<file path="src/rtl/motion_pkg.sv">
// motion_pkg: shared FSM state encoding and direction constants for point_stepper
package motion_pkg;
  typedef enum logic [2:0] {
    S_IDLE      = 3'd0,
    S_LOAD      = 3'd1,
    S_DIR_SETUP = 3'd2,
    S_PULSE_HI  = 3'd3,
    S_PULSE_LO  = 3'd4
  } state_e;
  localparam logic DIR_POS = 1'b1;
  localparam logic DIR_NEG = 1'b0;
endpackage

</file>
<file path="src/rtl/point_fifo.sv">
// point_fifo: synchronous point FIFO, registered read data valid the cycle after pop
module point_fifo #(
  parameter int P_W  = 22,
  parameter int P_AW = 3
) (
  input  logic           i_clk,
  input  logic           i_reset_n,
  input  logic           i_push,
  input  logic           i_pop,
  input  logic [P_W-1:0] i_data,
  output logic [P_W-1:0] o_data,
  output logic           o_full,
  output logic           o_empty
);
  logic [P_W-1:0]  mem_q [2**P_AW];
  logic [P_W-1:0]  data_q;
  logic [P_AW-1:0] wr_q, rd_q;
  logic [P_AW:0]   cnt_q;
  logic            do_push, do_pop;
  assign o_full  = cnt_q[P_AW];
  assign o_empty = cnt_q == '0;
  assign do_pop  = i_pop && !o_empty;
  assign do_push = i_push && (!o_full || do_pop);
  assign o_data  = data_q;
  // storage array, written only on an accepted push
  always_ff @(posedge i_clk) begin
    if (do_push) mem_q[wr_q] <= i_data;
  end
  // pointers, occupancy and the registered read port
  always_ff @(posedge i_clk) begin
    if (!i_reset_n) begin
      wr_q   <= '0;
      rd_q   <= '0;
      cnt_q  <= '0;
      data_q <= '0;
    end else begin
      wr_q  <= wr_q + P_AW'(do_push);
      rd_q  <= rd_q + P_AW'(do_pop);
      cnt_q <= cnt_q + (P_AW+1)'(do_push) - (P_AW+1)'(do_pop);
      if (do_pop) data_q <= mem_q[rd_q];
    end
  end
endmodule

</file>
<file path="src/rtl/point_stepper.sv">
// point_stepper: turns buffered (x,y) points into step/dir pulses; POINT_STEPPER_POS_OUT_EN exposes position
module point_stepper
  import motion_pkg::*;
#(
  parameter int P_X_COORD_W = 11,
  parameter int P_Y_COORD_W = 11,
  parameter int P_FIFO_AW   = 3,
  parameter int P_TIMER_W   = 16,
  parameter int P_DIR_SETUP = 4
) (
  input  logic                   i_clk,
  input  logic                   i_reset_n,
  input  logic [P_X_COORD_W-1:0] i_x_val,
  input  logic [P_Y_COORD_W-1:0] i_y_val,
  input  logic                   i_vals_rdy,
  input  logic [P_TIMER_W-1:0]   i_pulse_cycles,
  input  logic [P_TIMER_W-1:0]   i_period_cycles,
  input  logic                   i_resync,
  input  logic                   i_clr_overflow,
  output logic                   o_step_x,
  output logic                   o_step_y,
  output logic                   o_dir_x,
  output logic                   o_dir_y,
  output logic                   o_fifo_full,
  output logic                   o_overflow,
`ifdef POINT_STEPPER_POS_OUT_EN
  output logic [P_X_COORD_W-1:0] o_pos_x,
  output logic [P_Y_COORD_W-1:0] o_pos_y,
`endif
  output logic                   o_idle
);
  localparam int FW = P_X_COORD_W + P_Y_COORD_W;
  state_e                        state_q, state_d;
  logic [P_TIMER_W-1:0]          tmr_q, tmr_d, hi_q, hi_d, hi_n, lo_n;
  logic [P_X_COORD_W-1:0]        rem_x_q, rem_x_d, pos_x_q, pos_x_d, pt_x, rem_x_n;
  logic [P_Y_COORD_W-1:0]        rem_y_q, rem_y_d, pos_y_q, pos_y_d, pt_y, rem_y_n;
  logic                          pos_valid_q, pos_valid_d, resync_q, resync_d;
  logic                          dir_x_q, dir_x_d, dir_y_q, dir_y_d, ovf_q, ovf_d;
  logic                          dir_x_n, dir_y_n, pop, fifo_empty;
  logic [FW-1:0]                 fifo_data;
  logic signed [P_X_COORD_W:0]   dx;
  logic signed [P_Y_COORD_W:0]   dy;
  point_fifo #(.P_W(FW), .P_AW(P_FIFO_AW)) u_fifo (
    .i_clk     (i_clk),
    .i_reset_n (i_reset_n),
    .i_push    (i_vals_rdy),
    .i_pop     (pop),
    .i_data    ({i_x_val, i_y_val}),
    .o_data    (fifo_data),
    .o_full    (o_fifo_full),
    .o_empty   (fifo_empty)
  );
  assign pt_x    = fifo_data[FW-1:P_Y_COORD_W];
  assign pt_y    = fifo_data[P_Y_COORD_W-1:0];
  assign dx      = $signed({1'b0, pt_x}) - $signed({1'b0, pos_x_q});
  assign dy      = $signed({1'b0, pt_y}) - $signed({1'b0, pos_y_q});
  assign rem_x_n = P_X_COORD_W'(dx[P_X_COORD_W] ? -dx : dx);
  assign rem_y_n = P_Y_COORD_W'(dy[P_Y_COORD_W] ? -dy : dy);
  assign dir_x_n = !dx[P_X_COORD_W] && dx != '0;
  assign dir_y_n = !dy[P_Y_COORD_W] && dy != '0;
  assign hi_n    = (i_pulse_cycles == '0) ? P_TIMER_W'(1) : i_pulse_cycles;
  assign lo_n    = (i_period_cycles > hi_q) ? i_period_cycles - hi_q : P_TIMER_W'(1);
  assign ovf_d   = (i_vals_rdy && o_fifo_full && !pop) ? 1'b1 : i_clr_overflow ? 1'b0 : ovf_q;
  assign o_step_x   = state_q == S_PULSE_HI && rem_x_q != '0;
  assign o_step_y   = state_q == S_PULSE_HI && rem_y_q != '0;
  assign o_dir_x    = dir_x_q;
  assign o_dir_y    = dir_y_q;
  assign o_overflow = ovf_q;
  assign o_idle     = fifo_empty && state_q == S_IDLE;
`ifdef POINT_STEPPER_POS_OUT_EN
  assign o_pos_x = pos_x_q;
  assign o_pos_y = pos_y_q;
`endif
  // move sequencing: pop, load/resync, dir setup, then timed high/low pulse pairs
  always_comb begin
    state_d     = state_q;
    tmr_d       = tmr_q;
    hi_d        = hi_q;
    rem_x_d     = rem_x_q;
    rem_y_d     = rem_y_q;
    pos_x_d     = pos_x_q;
    pos_y_d     = pos_y_q;
    pos_valid_d = pos_valid_q;
    resync_d    = resync_q | i_resync;
    dir_x_d     = dir_x_q;
    dir_y_d     = dir_y_q;
    pop         = 1'b0;
    case (state_q)
      S_IDLE: if (!fifo_empty) begin
        pop     = 1'b1;
        state_d = S_LOAD;
      end
      S_LOAD: if (!pos_valid_q || resync_q) begin
        pos_x_d     = pt_x;
        pos_y_d     = pt_y;
        pos_valid_d = 1'b1;
        resync_d    = i_resync;
        state_d     = S_IDLE;
      end else if (dx == '0 && dy == '0) begin
        state_d = S_IDLE;
      end else begin
        rem_x_d = rem_x_n;
        rem_y_d = rem_y_n;
        dir_x_d = dir_x_n;
        dir_y_d = dir_y_n;
        if (dir_x_n != dir_x_q || dir_y_n != dir_y_q) begin
          state_d = S_DIR_SETUP;
          tmr_d   = P_TIMER_W'(P_DIR_SETUP - 1);
        end else begin
          state_d = S_PULSE_HI;
          hi_d    = hi_n;
          tmr_d   = hi_n - P_TIMER_W'(1);
        end
      end
      S_DIR_SETUP: if (tmr_q == '0) begin
        state_d = S_PULSE_HI;
        hi_d    = hi_n;
        tmr_d   = hi_n - P_TIMER_W'(1);
      end else tmr_d = tmr_q - P_TIMER_W'(1);
      S_PULSE_HI: if (tmr_q == '0) begin
        rem_x_d = rem_x_q - P_X_COORD_W'(rem_x_q != '0);
        rem_y_d = rem_y_q - P_Y_COORD_W'(rem_y_q != '0);
        pos_x_d = (rem_x_q == '0) ? pos_x_q : (dir_x_q == DIR_POS) ? pos_x_q + P_X_COORD_W'(1) : pos_x_q - P_X_COORD_W'(1);
        pos_y_d = (rem_y_q == '0) ? pos_y_q : (dir_y_q == DIR_POS) ? pos_y_q + P_Y_COORD_W'(1) : pos_y_q - P_Y_COORD_W'(1);
        state_d = S_PULSE_LO;
        tmr_d   = lo_n - P_TIMER_W'(1);
      end else tmr_d = tmr_q - P_TIMER_W'(1);
      S_PULSE_LO: if (tmr_q != '0) begin
        tmr_d = tmr_q - P_TIMER_W'(1);
      end else if (rem_x_q != '0 || rem_y_q != '0) begin
        state_d = S_PULSE_HI;
        hi_d    = hi_n;
        tmr_d   = hi_n - P_TIMER_W'(1);
      end else state_d = S_IDLE;
      default: state_d = S_IDLE;
    endcase
  end
  // state, timers, position and sticky flags
  always_ff @(posedge i_clk) begin
    if (!i_reset_n) begin
      state_q     <= S_IDLE;
      tmr_q       <= '0;
      hi_q        <= P_TIMER_W'(1);
      rem_x_q     <= '0;
      rem_y_q     <= '0;
      pos_x_q     <= '0;
      pos_y_q     <= '0;
      pos_valid_q <= 1'b0;
      resync_q    <= 1'b0;
      dir_x_q     <= DIR_NEG;
      dir_y_q     <= DIR_NEG;
      ovf_q       <= 1'b0;
    end else begin
      state_q     <= state_d;
      tmr_q       <= tmr_d;
      hi_q        <= hi_d;
      rem_x_q     <= rem_x_d;
      rem_y_q     <= rem_y_d;
      pos_x_q     <= pos_x_d;
      pos_y_q     <= pos_y_d;
      pos_valid_q <= pos_valid_d;
      resync_q    <= resync_d;
      dir_x_q     <= dir_x_d;
      dir_y_q     <= dir_y_d;
      ovf_q       <= ovf_d;
    end
  end
endmodule

</file>
<file path="config.mk">
export PLATFORM = sky130hd
export DESIGN_NAME = point_stepper
export DESIGN_NICKNAME = d
export VERILOG_FILES = /design/src/rtl/motion_pkg.sv /design/src/rtl/point_fifo.sv /design/src/rtl/point_stepper.sv
export SDC_FILE = /design/constraint.sdc
export NUM_CORES = 1
export LEC_CHECK = 0
export ABC_AREA = 1
export ABC_CLOCK_PERIOD_IN_PS = 3400
export BUFFER_PORTS_ARGS = -buffer_cell sky130_fd_sc_hd__buf_2
export CAP_MARGIN = 15
export CORE_AREA = 2 2 251 179
export CTS_CLUSTER_DIAMETER = 150
export DETAILED_ROUTE_END_ITERATION = 8
export DIE_AREA = 0 0 253 181
export PLACE_DENSITY = 0.62
export SLEW_MARGIN = 20
export SYNTH_ARGS = -nofsm -noshare
export SYNTH_HDL_FRONTEND = slang
export SYNTH_SLANG_ARGS = --single-unit
</file>
<file path="constraint.sdc">
create_clock -name i_clk -period 3.4 [get_ports i_clk]
set_input_delay 0.34 -clock i_clk [delete_from_list [all_inputs] [get_ports i_clk]]
set_output_delay 0.34 -clock i_clk [all_outputs]
set_load 0.05 [all_outputs]
</file>
# Word-level counts from Yosys, hierarchy flattened
# Memory sizes are Yosys's and may differ from the RTL's. A register that Yosys moved wholly into a read port is not among the register bits.
# Index checks and enable logic that the tools add are counted.
[op_classes]
order_cmp = 1
n_mux = 54
reduce_logical = 46
n_bitwise = 3
n_eq_ne = 18
add_sub_neg = 18
[ops]
columns = ["cell", "count"]
rows = [
  ["two-way mux 16 bit", 15],
  ["two-way mux 11 bit", 16],
  ["case mux 11 bit (2 select lines)", 4],
  ["case mux 16 bit (4 select lines)", 1],
  ["case mux 16 bit (3 select lines)", 1],
  ["subtractor 16 x 1 -> 16 bit (second input constant)", 3],
  ["zero test 16 bit", 2],
  ["zero test 12 bit", 2],
  ["nonzero test 12 bit", 2],
  ["subtractor 11 x 11 -> 12 bit", 2],
  ["adder 11 x 1 -> 11 bit (second input constant)", 2],
  ["zero test 11 bit", 2],
  ["negation 11 bit", 2],
  ["nonzero test 11 bit", 2],
  ["subtractor 11 x 1 -> 11 bit", 2],
  ["subtractor 11 x 1 -> 11 bit (second input constant)", 2],
  ["!= test 2 bit (second input constant)", 10],
  ["AND reduction 4 bit", 5],
  ["greater-than comparator 16 bit", 1],
  ["nonzero test 16 bit", 1],
  ["subtractor 16 bit", 1],
  ["case mux 3 bit (5 select lines)", 1],
  ["two-way mux 3 bit", 4],
  ["logical AND 1 bit", 10],
  ["23 further kinds", 47],
]
[word_totals]
input_bits = 59
memories = 1
register_bits = 94
ram_bits = 176
word_cells = 156
output_inout_bits = 7
[memory_table]
columns = ["memory", "words", "width", "read_ports", "rd_clocked_by_memory_dff", "write_ports", "line", "source"]
rows = [
  ["u_fifo.mem_q", 8, 22, 1, 1, 1, "point_fifo.sv:15", "logic [P_W-1:0] mem_q [2**P_AW];"],
]

# Depth between registers and ports, before layout
# Gate-level depths: netlist (run 1).
[logic_depth]
word_depth = 9
ltp_mapped = 24
ltp_nobuf = 23

# Modules after synthesis
# From an unflattened synthesis (run 1), not the netlist that was laid out.
[unflattened]
hier_cells = 2407
hier_area_um2 = 18114.9
[modules_own_cells]
columns = ["mod", "area_each_um2", "cells_each", "n_inst", "seq_area_each_um2"]
rows = [
  ["point_stepper", 9435.3, 1568, 1, 1681.6],
  ["point_fifo", 8679.6, 839, 1, 5925.7],
]

# Worst setup path after synthesis (run 1)
# Ideal clock, no wire load.
[synth_path]
path_type = "register to register"
start = "register u_fifo.cnt_q[3]"
end = "memory u_fifo.mem_q[0][0] (enable)"
arrival_ns = 2.662
slack_ns = 0.337
path_buffers = 0
period_less_slack_ns = 3.063
path_stages_with_launch = 8
cell_sequence = "dfxtp_1 inv_1 ha_1 nand3_1 nand3_1 a21boi_0 nand2_1 nor2_1"
[synth_between]
elab_chain_cells = 8
[synth_rtl]
columns = ["element", "line", "source"]
rows = [
  ["from (decl)", "point_fifo.sv:18", "logic [P_AW:0] cnt_q;"],
  ["from (signal assigned)", "point_fifo.sv:39", "cnt_q <= cnt_q + (P_AW+1)'(do_push) - (P_AW+1)'(do_pop);"],
  ["zero test 4 bit", "point_fifo.sv:21", "assign o_empty = cnt_q == '0;"],
  ["two-way mux 1 bit", "point_stepper.sv:89", "S_IDLE: if (!fifo_empty) begin"],
  ["two-way mux 1 bit", "point_stepper.sv:88", "case (state_q)"],
  ["logical AND 1 bit", "point_fifo.sv:22", "assign do_pop = i_pop && !o_empty;"],
  ["logical OR 1 bit *", "point_fifo.sv:23", "assign do_push = i_push && (!o_full || do_pop);"],
  ["logical AND 1 bit *", "point_fifo.sv:23", ""],
  ["two-way mux 1 bit *", "point_fifo.sv:27", "if (do_push) mem_q[wr_q] <= i_data;"],
  ["two-way mux 1 bit (implied by the code) *", "point_fifo.sv:27", ""],
  ["to (decl)", "point_fifo.sv:15", ""],
]
# Every way passes the cells marked *; elsewhere a longest branch is shown, timed or not.

# Final worst setup path (run 1)
[layout_path]
start = "register pos_y_q[0]"
end = "register hi_q[10]"
[layout_between]
elab_chain_cells = 7
[layout_rtl]
columns = ["element", "line", "source"]
rows = [
  ["from (decl)", "point_stepper.sv:36", "logic [P_Y_COORD_W-1:0] rem_y_q, rem_y_d, pos_y_q, pos_y_d, pt_y, rem_y_n;"],
  ["from (signal assigned)", "point_stepper.sv:160", "pos_y_q <= pos_y_d;"],
  ["subtractor 11 x 11 -> 12 bit *", "point_stepper.sv:56", "assign dy = $signed({1'b0, pt_y}) - $signed({1'b0, pos_y_q});"],
  ["nonzero test 12 bit / zero test 1 bit (equally long branches)", "point_stepper.sv:60", "assign dir_y_n = !dy[P_Y_COORD_W] && dy != '0;"],
  ["logical AND 1 bit", "point_stepper.sv:60", ""],
  ["!= test 1 bit", "point_stepper.sv:106", "if (dir_x_n != dir_x_q || dir_y_n != dir_y_q) begin"],
  ["logical OR 1 bit", "point_stepper.sv:106", ""],
  ["!= test 2 bit (no source line)", "n/a", ""],
  ["AND reduction 7 bit (no source line) *", "n/a", ""],
  ["to (signal assigned)", "point_stepper.sv:156", "hi_q <= hi_d;"],
  ["to (decl)", "point_stepper.sv:34", "logic [P_TIMER_W-1:0] tmr_q, tmr_d, hi_q, hi_d, hi_n, lo_n;"],
]
# Marks and branches as above.
# A chain may end at the register's enable or synchronous reset.

==> results by group, run 1 <==
Synth
  – Compound-gate portion of the synthesized area: 0.139
  – Mux contribution to synthesized area: 0.0210
  – Area share of fa/ha/maj cells after synthesis: 0.0609
  – Synthesized area: about 17000 sq um
  – Synth top cells by count: nand2_1, inv_1, nor2_1
  – Post-Syn Instances: 2165
  – Ys flop type: edfxtp_1
  – Synthesized area per cell: 7.94 sq um
  – Top-count cell post-synth: nand2_1
  – Sequential share of the synthesized area: 0.443
  – Synth area leaders: edfxtp_1, dfxtp_1, nand2_1
  – Synthesized net count: around 2300
  – Fraction of registers with async set or reset after synthesis: 0
  – Largest area contributor in the synthesized netlist: edfxtp_1
  – Post-Synth Simple-Gate Area: 0.235
  – Synth Register Bits: a little under 300
  – XOR/XNOR Fraction of Synth Area: 0.0219
  – Share of the synthesized area in the top cell type: 0.308
  – Post-synth EDFFs: approximately 180
  – Cell variety after synth: 50
  – YS warnings: 0
  – Main combinational cell family by area after synthesis: simple AND/OR/NAND/NOR gates

Clocking
  – Clk pin slew, worst setup/hold paths: 0.07 ns
  – H-tree depth: 1
  – CTS Buf Count: 30
  – Root buf cell: clkbuf_16
  – CTS sink count: 292
  – CTS tree: yes
  – Clk buf depth: 3
  – Worst-Skew Late Latency: 0.58 ns

STA
  – Hold Vio Cnt, Final: 0
  – FMAX: 317 MHz
  – Final slew viol count: 0
  – Skew final: between 0.02 and 0.025 ns
  – Tmin final: ~3.2 ns
  – RSZ-0062 raised after global routing: false
  – Slew headroom: 0.521
  – Setup violations, final: 0
  – Final Cycle Share: 0.927
  – Tightest Pin Transition: 0.718 ns
  – Setup_tns: 0 ns
  – Setup WS post-layout: 0.248 ns

Route
  – Drt drc: 0
  – 1st-pass router iterations: 5
  – Total number of vias: approximately 15000
  – ANT nets after route: 0
  – Starting DRT DRC Count: 1403
  – Via density: about 5.3
  – DR WL/cell: about 17 microns
  – Total wire length: between 40000 and 50000 microns

Place
  – Setup Slack @ Placement: 0.234 ns
  – HPWL after DPL: 32600 microns
  – Post-Place Cells: about 2800
  – Gpl congestion: 0.924
  – I/O Buffers: 65
  – Placed Area: roughly 18000 sq um

Finish
  – ANT cells: 0
  – # nets final: 2365
  – Area delta synth->final: 12.0%
  – Non-filler cells, final: around 2800
  – Final core area utilization: 0.445
  – Fill cells: 4261
  – Design area: between 15000 and 20000 sq um
  – Share of post-route cells with drive strength above 1: 0.0987

Critical path
  – Count of buffer and inverter cells on the critical path: 3
  – CP Cell Sequence: ha_1, fa_1, ha_1, inv_1, nor2_1, nand3_2, nor3_4, nand2_2, nand2_1, nand2_1, nand2_1, inv_2, nand2_2, nand2_2, nand2_8, inv_6, nand2_1, a21oi_1
  – Critical path class: reg2reg
  – CP Max Fanout: 18
  – Most frequent cell on the critical path: nand2_1
  – Largest delay share family, worst path: simple AND/OR/NAND/NOR gates
  – Critical Path Start Type: flip-flop
  – CP max-delay cell: fa_1
  – Worst EP arrival: 3.56 ns
  – Crit end category: flip-flop
  – Max incr delay on CP: 0.52 ns
  – WP data required: about 3.8 ns

Die
  – Core Box Area: 43200 sq um
  – Die width: 253 microns
  – Site row count: 64
  – # IOs: 66
  – Effective utilization at floorplan: 0.397
  – Die Height: roughly 180 microns
  – Die area: 45800 sq um

Global routing
  – GRT overflow: 0
  – Total Routing Usage GR: 0.202
  – Largest net degree at the start of global routing: 90
  – Vias in the first global route: 13597
  – Global-route wire length before repair: 74700 microns
  – Initial antenna violation count: 0

Hold path
  – Worst min path class: in2reg

Power
  – Peak supply drop: just under 0.5 mV
  – Leakage: about 8.1 nW
  – Cell Pwr Density: around 1100 nW/um^2

Flow run
  – Max-cap violations: 0

Status
  – Outcome: finished, final reports clean
## cell type report
class | count | area [sq um] | area share
multi-input combinational | 1521 | 8250 | 0.429
inverter | 282 | 1060 | 0.0553
sequential | 292 | 7610 | 0.396
clock inverter | 18 | 188 | 0.00975
clock buffer | 38 | 821 | 0.0427
tap | 561 | 702 | 0.0365
timing repair buffer | 99 | 608 | 0.0316
## where the power goes
part	switching [W]	leakage, nW	internal (W)	total (W)
clock network	0.00145	0.489	0.00194	0.00338
logic	0.00868	5.06	0.00434	0.0130
registers	0.000500	2.55	0.00436	0.00486
## per-layer routing
layer,vias up,track usage,routed length [microns],share of wire
met3,44,0.0269,3100,0.066
met2,446,0.296,19500,0.42
met1,6995,0.318,23700,0.50
li1,7415,-,-,-
met4,0,0.0355,664,0.014
met5,-,0,0,0
## flip-flops by register name, indices dropped and copies added (netlist names)
name           cells
u_fifo.cnt_q       4
pos_y_q           11
o_dir_y            1
pos_valid_q        1
pos_x_q           11
state_q            3
u_fifo.o_data     22
rem_x_q           11
u_fifo.wr_q        3
o_dir_x            1
tmr_q             16
rem_y_q           11
u_fifo.mem_q     176
u_fifo.rd_q        3
resync_q           1
hi_q              16
o_overflow         1
## final timing paths
path / cells past startpoint / endpoint / slack [ns] / start
max: 18 / hi_q[10] / 0.25 / pos_y_q[0]
min reg2reg: 2 / hi_q[7] / 0.47 / hi_q[7]
min: 1 / u_fifo.mem_q[6][6] / 0.03 / i_y_val[6]
max reg2reg: 18 / hi_q[10] / 0.25 / pos_y_q[0]
## cells by family after synthesis
group | count (synthesis)
compound gates | 418
buf+inv | 352
simple gates | 944
fa+ha+maj | 80
xor+xnor | 43
flops | 292
mux | 36
## what timing repair did
action / 4_1_cts / 5_1_grt
endpoints found under the hold margin: 1 / 0
hold buffers: 1 / 0
endpoints found under the setup margin: 0 / 15
setup buffers: 0 / 1
gates resized for setup: 0 / 3
## cell usage in the layout (no fill, tap or decap), types with 34 or more instances in the layout
cell type | Yosys | final
nand2_1 | 447 | 447
inv_1 | 268 | 268
nor2_1 | 262 | 253
edfxtp_1 | 176 | 176
a21oi_1 | 159 | 159
o21ai_0 | 155 | 155
nand3_1 | 124 | 123
dfxtp_1 | 116 | 114
ha_1 | 74 | 74
buf_2 | 9 | 65
mux2i_1 | 36 | 36
o221ai_1 | 36 | 36
xor2_1 | 34 | 34
## metrics by stage
step	total power, W	hold slack, ns
detailed placement	0.0177	0.462
CTS	0.0211	0.00289
global route	0.0232	0.0341
finish	0.0213	0.0311
global placement	0.0174	0.460
floorplan	0.0145	0.439
No activity file was read; power rests on OpenSTA's default activity.
==> run 2, diff against run 1 <==
==> constraint.sdc (replaced) <==
create_clock -name i_clk -period 3.4 [get_ports i_clk]
set_input_delay 0.34 -clock i_clk [delete_from_list [all_inputs] [get_ports i_clk]]
set_output_delay 0.34 -clock i_clk [all_outputs]
set_load 0.02 [all_outputs]
==> run 2 against run 1 <==
Compared with the run above: sequential share of layout area increased by 0.062 points; count of clock-buffer cells in the layout decreased by 1; utilization decreased by 0.069 points; maximum frequency increased by 1.3%; non-clock buffer count increased by 3; hold slack got worse by 0.0072 ns; highest routed layer unchanged; die area unchanged; largest cell class unchanged; final cell count unchanged; sequential power about the same; setup slack improved by 0.042 ns.
==> results by group, run 2 (synthesis results as in run 1) <==
Status
  – Outcome: finished, final reports clean

Route
  – Total wire length: 46600 microns (-0.73%)
  – Drt drc: 0 (unchanged)
  – Via density: 5.29 (-0.17%)
  – Starting DRT DRC Count: 1359 (-3.1%)
  – Total number of vias: 14875 (-0.17%)
  – ANT nets after route: 0 (unchanged)
  – DR WL/cell: 16.6 microns (-0.73%)
  – 1st-pass router iterations: 5 (unchanged)

Clocking
  – H-tree depth: 1 (unchanged)
  – Worst-Skew Late Latency: 0.59 ns (about the same)
  – Clk buf depth: 3 (unchanged)
  – CTS sink count: 292 (unchanged)
  – Clk pin slew, worst setup/hold paths: 0.07 ns (about the same)
  – # Post-CTS Setup Buffers: 0 (unchanged)
  – CTS tree: yes
  – Root buf cell: clkbuf_16
  – CTS Buf Count: 29 (-3.3%)

Power
  – Cell Pwr Density: 1100 nW/um^2 (-0.68%)
  – Design Power: 0.0211 W (-0.84%)
  – Leakage: 8.08 nW (-0.27%)
  – Peak supply drop: 0.536 mV (+7.8%)

Global routing
  – GRT overflow: 0 (unchanged)
  – Initial antenna violation count: 1 (+1)
  – Global-route wire length before repair: 74100 microns (-0.78%)
  – Total Routing Usage GR: 0.201 (-0.00138)
  – Largest net degree at the start of global routing: 90 (unchanged)
  – Vias in the first global route: 13754 (+1.2%)

STA
  – Slew headroom: 0.530 (+0.00952)
  – Tmin final: 3.11 ns (-0.0416 ns)
  – Skew final: 0.0165 ns (-0.00824 ns)
  – Final slew viol count: 0 (unchanged)
  – Tightest Pin Transition: 0.704 ns (-0.0132 ns)
  – Hold Vio Cnt, Final: 0 (unchanged)
  – Setup_tns: 0 ns (unchanged)
  – Hold_ws: 0.0238 ns (-0.00723 ns)
  – Setup violations, final: 0 (unchanged)
  – FMAX: 321 MHz (+1.3%)
  – Setup WS post-layout: 0.289 ns (+0.0416 ns)
  – Final Cycle Share: 0.915 (-0.0122)
  – RSZ-0062 raised after global routing: false

Critical path
  – Max incr delay on CP: 0.39 ns (-0.13 ns)
  – CP Max Fanout: 7 (-11)
  – CP Cell Sequence: ha_1, fa_1, inv_1, nand2_1, nand2_1, nand3_1, nand2_1, nand2_1, a21oi_1, nand2_1, ha_1, nand2_1, inv_1, o21ai_0, nand2_1, a31oi_1, a21oi_1
  – Largest delay share family, worst path: compound AO/OA/AOI/OAI gates
  – Critical Path Start Type: flip-flop
  – Critical path class: reg2reg
  – Critical R2R Capture: tmr_q[2]
  – FF-to-FF path depth: 17 (-1)
  – CP max-delay cell: a21oi_1
  – Worst r2r src: hi_q[0]
  – Most frequent cell on the critical path: nand2_1
  – R2r setup slk: 0.29 ns (+0.04 ns)
  – Crit end category: flip-flop
  – Count of buffer and inverter cells on the critical path: 2 (-1)
  – Worst EP arrival: 3.58 ns (+0.02 ns)
  – WP data required: 3.87 ns (+0.06 ns)

Die
  – # IOs: 66 (unchanged)
  – Core Box Area: 43200 sq um (unchanged)
  – Die Height: 181 microns (unchanged)
  – Effective utilization at floorplan: 0.397 (unchanged)
  – Site row count: 64 (unchanged)
  – Die width: 253 microns (unchanged)
  – Die area: 45800 sq um (unchanged)

Finish
  – Share of post-route cells with drive strength above 1: 0.0960 (-0.00262)
  – Area delta synth->final: 11.8%
  – # nets final: 2367 (+0.085%)
  – Most frequent cells in the layout: nand2_1, inv_1, nor2_1
  – Most common cell after layout, fill and taps aside: nand2_1
  – Fill cells: 4277 (+0.38%)
  – Max reg flops: 176 (unchanged)
  – Design area: 19200 sq um (-0.16%)
  – Reg with most FFs: u_fifo.mem_q

Hold path
  – Worst min path class: in2reg
  – Hold Path End: u_fifo.mem_q[4][18]
  – Hold Path Origin: i_x_val[7]
  – Hold Path Depth: 1 (unchanged)

Place
  – Gpl congestion: 0.925 (about the same)
  – Placed Area: 18200 sq um (about the same)
  – Setup Slack @ Placement: 0.144 ns (-0.0893 ns)
  – HPWL after DPL: 32300 microns (-0.87%)
  – I/O Buffers: 65 (unchanged)

Flow run
  – Max-cap violations: 0 (unchanged)
==> run 2: cell count changes in the layout (fill, tap and decap cells not counted), moves of 2 or more <==
| cell | delta |
|---|---|
| clkinvlp_4 | -2 |
| clkinv_2 | -3 |
| inv_6 | +2 |
| clkbuf_1 | +3 |
| clkbuf_8 | -3 |
| dlygate4sd3_1 | +3 |
| clkinvlp_2 | +2 |
| clkinv_4 | -2 |
==> run 2: per-layer routing <==
metal / up-vias / track usage / part of all wire
met4: 0 / 0.0393 / 0.016
met1: 6935 / 0.313 / 0.50
met5: - / 0 / 0
met2: 476 / 0.295 / 0.41
met3: 50 / 0.0287 / 0.073
li1: 7414 / - / -
==> run 2: layout make-up <==
cell class	instances	area, sq um	share of cell area
Tap cell	561	702	0.0365
Timing Repair Buffer	102	638	0.0332
Inverter	282	1070	0.0555
Multi-Input combinational cell	1521	8250	0.430
Sequential cell	292	7610	0.396
Antenna cell	1	2.50	0.000130
Clock inverter	15	171	0.00892
Clock buffer	37	766	0.0399
==> run 2: power breakdown <==
group | internal, W | switching [W]
Clock | 0.00183 | 0.00141
Sequential | 0.00436 | 0.000495
Combinational | 0.00436 | 0.00864
==> run 2: worst max path at each step <==
stage	cells after the start	endpoint	start
global route	20	hi_q[5]	u_fifo.o_data[0]
floorplan	7	u_fifo.mem_q[0][0]	u_fifo.cnt_q[3]
finish	17	tmr_q[2]	hi_q[0]
detailed placement	19	tmr_q[2]	i_period_cycles[0]
CTS	18	hi_q[10]	pos_y_q[0]
global placement	19	tmr_q[2]	i_period_cycles[0]
==> run 2: repair_timing <==
| item | in CTS | in global routing |
|---|---|---|
| hold buffers | 4 | 0 |
| endpoints found under the hold margin | 15 | 0 |
| gates resized for setup | 0 | 5 |
| setup endpoints to repair | 0 | 15 |
==> run 2: metrics by stage <==
step	cells	utilization
2_1_floorplan	2165	-
3_3_place_gp	2754	0.421
3_5_place_dp	2754	0.421
4_1_cts	2810	0.444
5_1_grt	2811	0.444
6_report	2811	0.444
==> run 3, diff against run 2 <==
--- a/config.mk
+++ b/config.mk
@@ -5,15 +5,15 @@
 export SDC_FILE = /design/constraint.sdc
 export NUM_CORES = 1
 export LEC_CHECK = 0
-export ABC_AREA = 1
 export ABC_CLOCK_PERIOD_IN_PS = 3400
 export BUFFER_PORTS_ARGS = -buffer_cell sky130_fd_sc_hd__buf_2
 export CAP_MARGIN = 15
-export CORE_AREA = 2 2 251 179
+export CORE_AREA = 2 2 245 175
 export CTS_CLUSTER_DIAMETER = 150
 export DETAILED_ROUTE_END_ITERATION = 8
-export DIE_AREA = 0 0 253 181
+export DIE_AREA = 0 0 247 177
 export PLACE_DENSITY = 0.62
+export SETUP_SLACK_MARGIN = 0.1
 export SLEW_MARGIN = 20
 export SYNTH_ARGS = -nofsm -noshare
 export SYNTH_HDL_FRONTEND = slang
==> run 3 against run 2 <==
Compared with the run above: the flow now finishes with violations (negative setup slack); area after synthesis decreased by 4.7%; count of clock-buffer cells in the layout unchanged; synthesized cell count decreased by 27%; critical endpoint is now tmr_q[13].
==> results by group, run 3 <==
Finish
  – # nets final: 1929 (-19%)
  – Most common cell after layout, fill and taps aside: edfxtp_1
  – Max reg flops: 176 (unchanged)
  – Share of post-route cells with drive strength above 1: 0.262 (+0.166)
  – Area delta synth->final: 24.1%
  – Most frequent cells in the layout: edfxtp_1, buf_4, nor2_1
  – ANT cells: 0 (-1)
  – Reg with most FFs: u_fifo.mem_q
  – Non-filler cells, final: 2366 (-16%)

Route
  – 1st-pass router iterations: 5 (unchanged)
  – Total number of vias: 13169 (-11%)
  – Drt drc: 0 (unchanged)
  – ANT nets after route: 0 (unchanged)
  – DR WL/cell: 18.2 microns (+9.5%)
  – Starting DRT DRC Count: 1076 (-21%)
  – Via density: 5.57 (+5.2%)
  – Total wire length: 42900 microns (-7.8%)

Place
  – Setup Slack @ Placement: -0.579 ns (-0.723 ns)
  – HPWL after DPL: 29100 microns (-10%)
  – Post-Place Cells: 2284 (-17%)
  – Gpl congestion: 0.895 (-3.2%)
  – I/O Buffers: 65 (unchanged)

Flow run
  – Max-cap violations: 0 (unchanged)

Critical path
  – Crit end category: flip-flop
  – CP Max Fanout: 8 (+1)
  – CP Cell Sequence: inv_2, ha_4, buf_4, a31o_1, or3_4, a211oi_4, nand4_1, or4_4, o311ai_4, o211ai_1, buf_4, clkbuf_16, o221a_4
  – Critical Path Start Type: flip-flop
  – Most frequent cell on the critical path: buf_4
  – Worst EP arrival: 4.02 ns (+0.44 ns)
  – CP max-delay cell: or4_4
  – Max incr delay on CP: 0.60 ns (+0.21 ns)
  – Critical path class: reg2reg
  – WP data required: 3.86 ns (about the same)

Die
  – Die width: 247 microns (-2.4%)
  – Core Box Area: 41500 sq um (-3.9%)
  – Effective utilization at floorplan: 0.394 (-0.00313)
  – Die Height: 177 microns (-2.2%)
  – Site row count: 63 (-1.6%)
  – # IOs: 66 (unchanged)
  – Die area: 43700 sq um (-4.5%)

Synth
  – Sequential share of the synthesized area: 0.465 (+0.0218)
  – Share of the synthesized area in the top cell type: 0.323 (+0.0151)
  – Fraction of registers with async set or reset after synthesis: 0 (unchanged)
  – Synthesized area: 16400 sq um (-4.7%)
  – Synthesized net count: 1712 (-26%)
  – Synth area leaders: edfxtp_1, dfxtp_1, mux4_2
  – Post-Syn Instances: 1573 (-27%)
  – Ys flop type: edfxtp_1
  – Top-count cell post-synth: edfxtp_1
  – Synthesized area per cell: 10.4 sq um (+31%)
  – Synth Register Bits: 292 (unchanged)
  – Largest area contributor in the synthesized netlist: edfxtp_1
  – Post-synth EDFFs: 176 (unchanged)
  – Cell variety after synth: 81 (+62%)
  – YS warnings: 0 (unchanged)
  – Synth top cells by count: edfxtp_1, nor2_1, a21oi_1, dfxtp_1, nand2_1

STA
  – Final Cycle Share: 1.05 (+0.133)
  – Tmin final: 3.56 ns (+0.453 ns)
  – Hold Vio Cnt, Final: 0 (unchanged)
  – Setup violations, final: 46 (+46)
  – Setup WS post-layout: -0.163 ns (-0.453 ns)
  – Skew final: 0.0180 ns (+0.00147 ns)
  – Tightest Pin Transition: 0.914 ns (+0.210 ns)
  – FMAX: 281 MHz (-13%)
  – Slew headroom: 0.390 (-0.141)
  – RSZ-0062 raised after global routing: true
  – Hold_ws: 0.0431 ns (+0.0192 ns)
  – Final slew viol count: 0 (unchanged)

Global routing
  – GRT overflow: 0 (unchanged)
  – Vias in the first global route: 12646 (-8.1%)
  – Largest net degree at the start of global routing: 54 (-40%)
  – Global-route wire length before repair: 68000 microns (-8.2%)
  – Initial antenna violation count: 0 (-1)
  – Total Routing Usage GR: 0.194 (-0.00717)

Clocking
  – CTS Buf Count: 30 (+3.4%)
  – Root buf cell: clkbuf_16
  – H-tree depth: 1 (unchanged)
  – Clk buf depth: 3 (unchanged)
  – Clk pin slew, worst setup/hold paths: 0.06 ns (about the same)
  – CTS tree: yes
  – Worst-Skew Late Latency: 0.57 ns (-0.02 ns)
  – CTS sink count: 292 (unchanged)

Status
  – Failing checks: negative setup slack
  – Outcome: finished, violations left

Power
  – Cell Pwr Density: 1120 nW/um^2 (+2.3%)
  – Design Power: 0.0228 W (+8.2%)
  – Peak supply drop: 0.874 mV (+63%)
  – Leakage: 7.58 nW (-6.2%)

Hold path
  – Worst min path class: in2reg
==> run 3: cell count changes after synthesis, moves of 18 or more <==
cell / before / now
a211oi_1: 9 / 49
a21o_1: 6 / 24
a21oi_1: 159 / 116
inv_1: 268 / 82
mux4_2: 0 / 44
nand2_1: 447 / 105
nand3_1: 124 / 34
nor2_1: 262 / 154
o21ai_0: 155 / 91
o221ai_1: 36 / 0
xnor2_1: 9 / 53
==> run 3: path summary, 6_finish.rpt <==
check / startpoint / end / slack [ns] / depth (start not counted)
setup / recovery: pos_x_q[4] / tmr_q[13] / -0.16 / 13
hold / removal: i_resync / resync_q / 0.04 / 2
setup reg to reg: pos_x_q[4] / tmr_q[13] / -0.16 / 13
hold reg to reg: rem_x_q[10] / rem_x_q[10] / 0.47 / 2
==> run 3: where the power goes <==
group          internal (W)  total (W)  switching (W)
clock               0.00200    0.00345        0.00145
combinational       0.00655     0.0145        0.00793
sequential          0.00437    0.00489       0.000522
==> run 3: worst max-delay path, delay by kind of cell, from the launching register on <==
family	cells	cell delay, ns
compound gates	5	1.23
fa+ha+maj	1	0.20
buf+inv	4	0.55
flops	1	0.34
simple gates	3	1.14
==> run 3: layout make-up <==
| class | instances | area [sq um] |
|---|---|---|
| Timing Repair Buffer | 259 | 1950 |
| Clock inverter | 19 | 215 |
| Fill cell | 3702 | 21200 |
| Sequential cell | 292 | 7620 |
| Inverter | 83 | 312 |
| Tap cell | 552 | 691 |
| Clock buffer | 37 | 808 |
| Multi-Input combinational cell | 1124 | 8720 |
==> run 3: repair_timing <==
item,in CTS,in global routing
hold buffers,0,0
gates resized for setup,36,95
pin swaps,13,32
endpoints found under the setup margin,56,64
setup buffers,12,8
cloned,2,4
==> run 3: metal layers <==
layer	track usage	vias up	wire length [microns]
li1	-	6329	-
met1	0.294	6401	20900
met2	0.292	376	18500
met3	0.0290	63	2670
met4	0.0402	0	857
met5	0	-	0
==> run 3: stage by stage <==
stage	setup TNS [ns]	cell area, sq um	utilization
after floorplan	-1.46	16500	-
after CTS	-1.10	19900	0.478
final	-3.66	20300	0.489
after detailed placement	-11.70	18600	0.447
after global routing	-11.43	20300	0.489
after global placement	-6.71	18600	0.447
==> run 3: kinds of logic after synthesis <==
group,Yosys count,share of synthesized area
and+or+nand+nor,442,0.128
buffers and inverters,157,0.0368
adders and majority gates,80,0.0639
DFF,292,0.465
AOI/OAI and AO/OA,422,0.169
xor gates and xnor gates,88,0.0475
muxes,92,0.0899
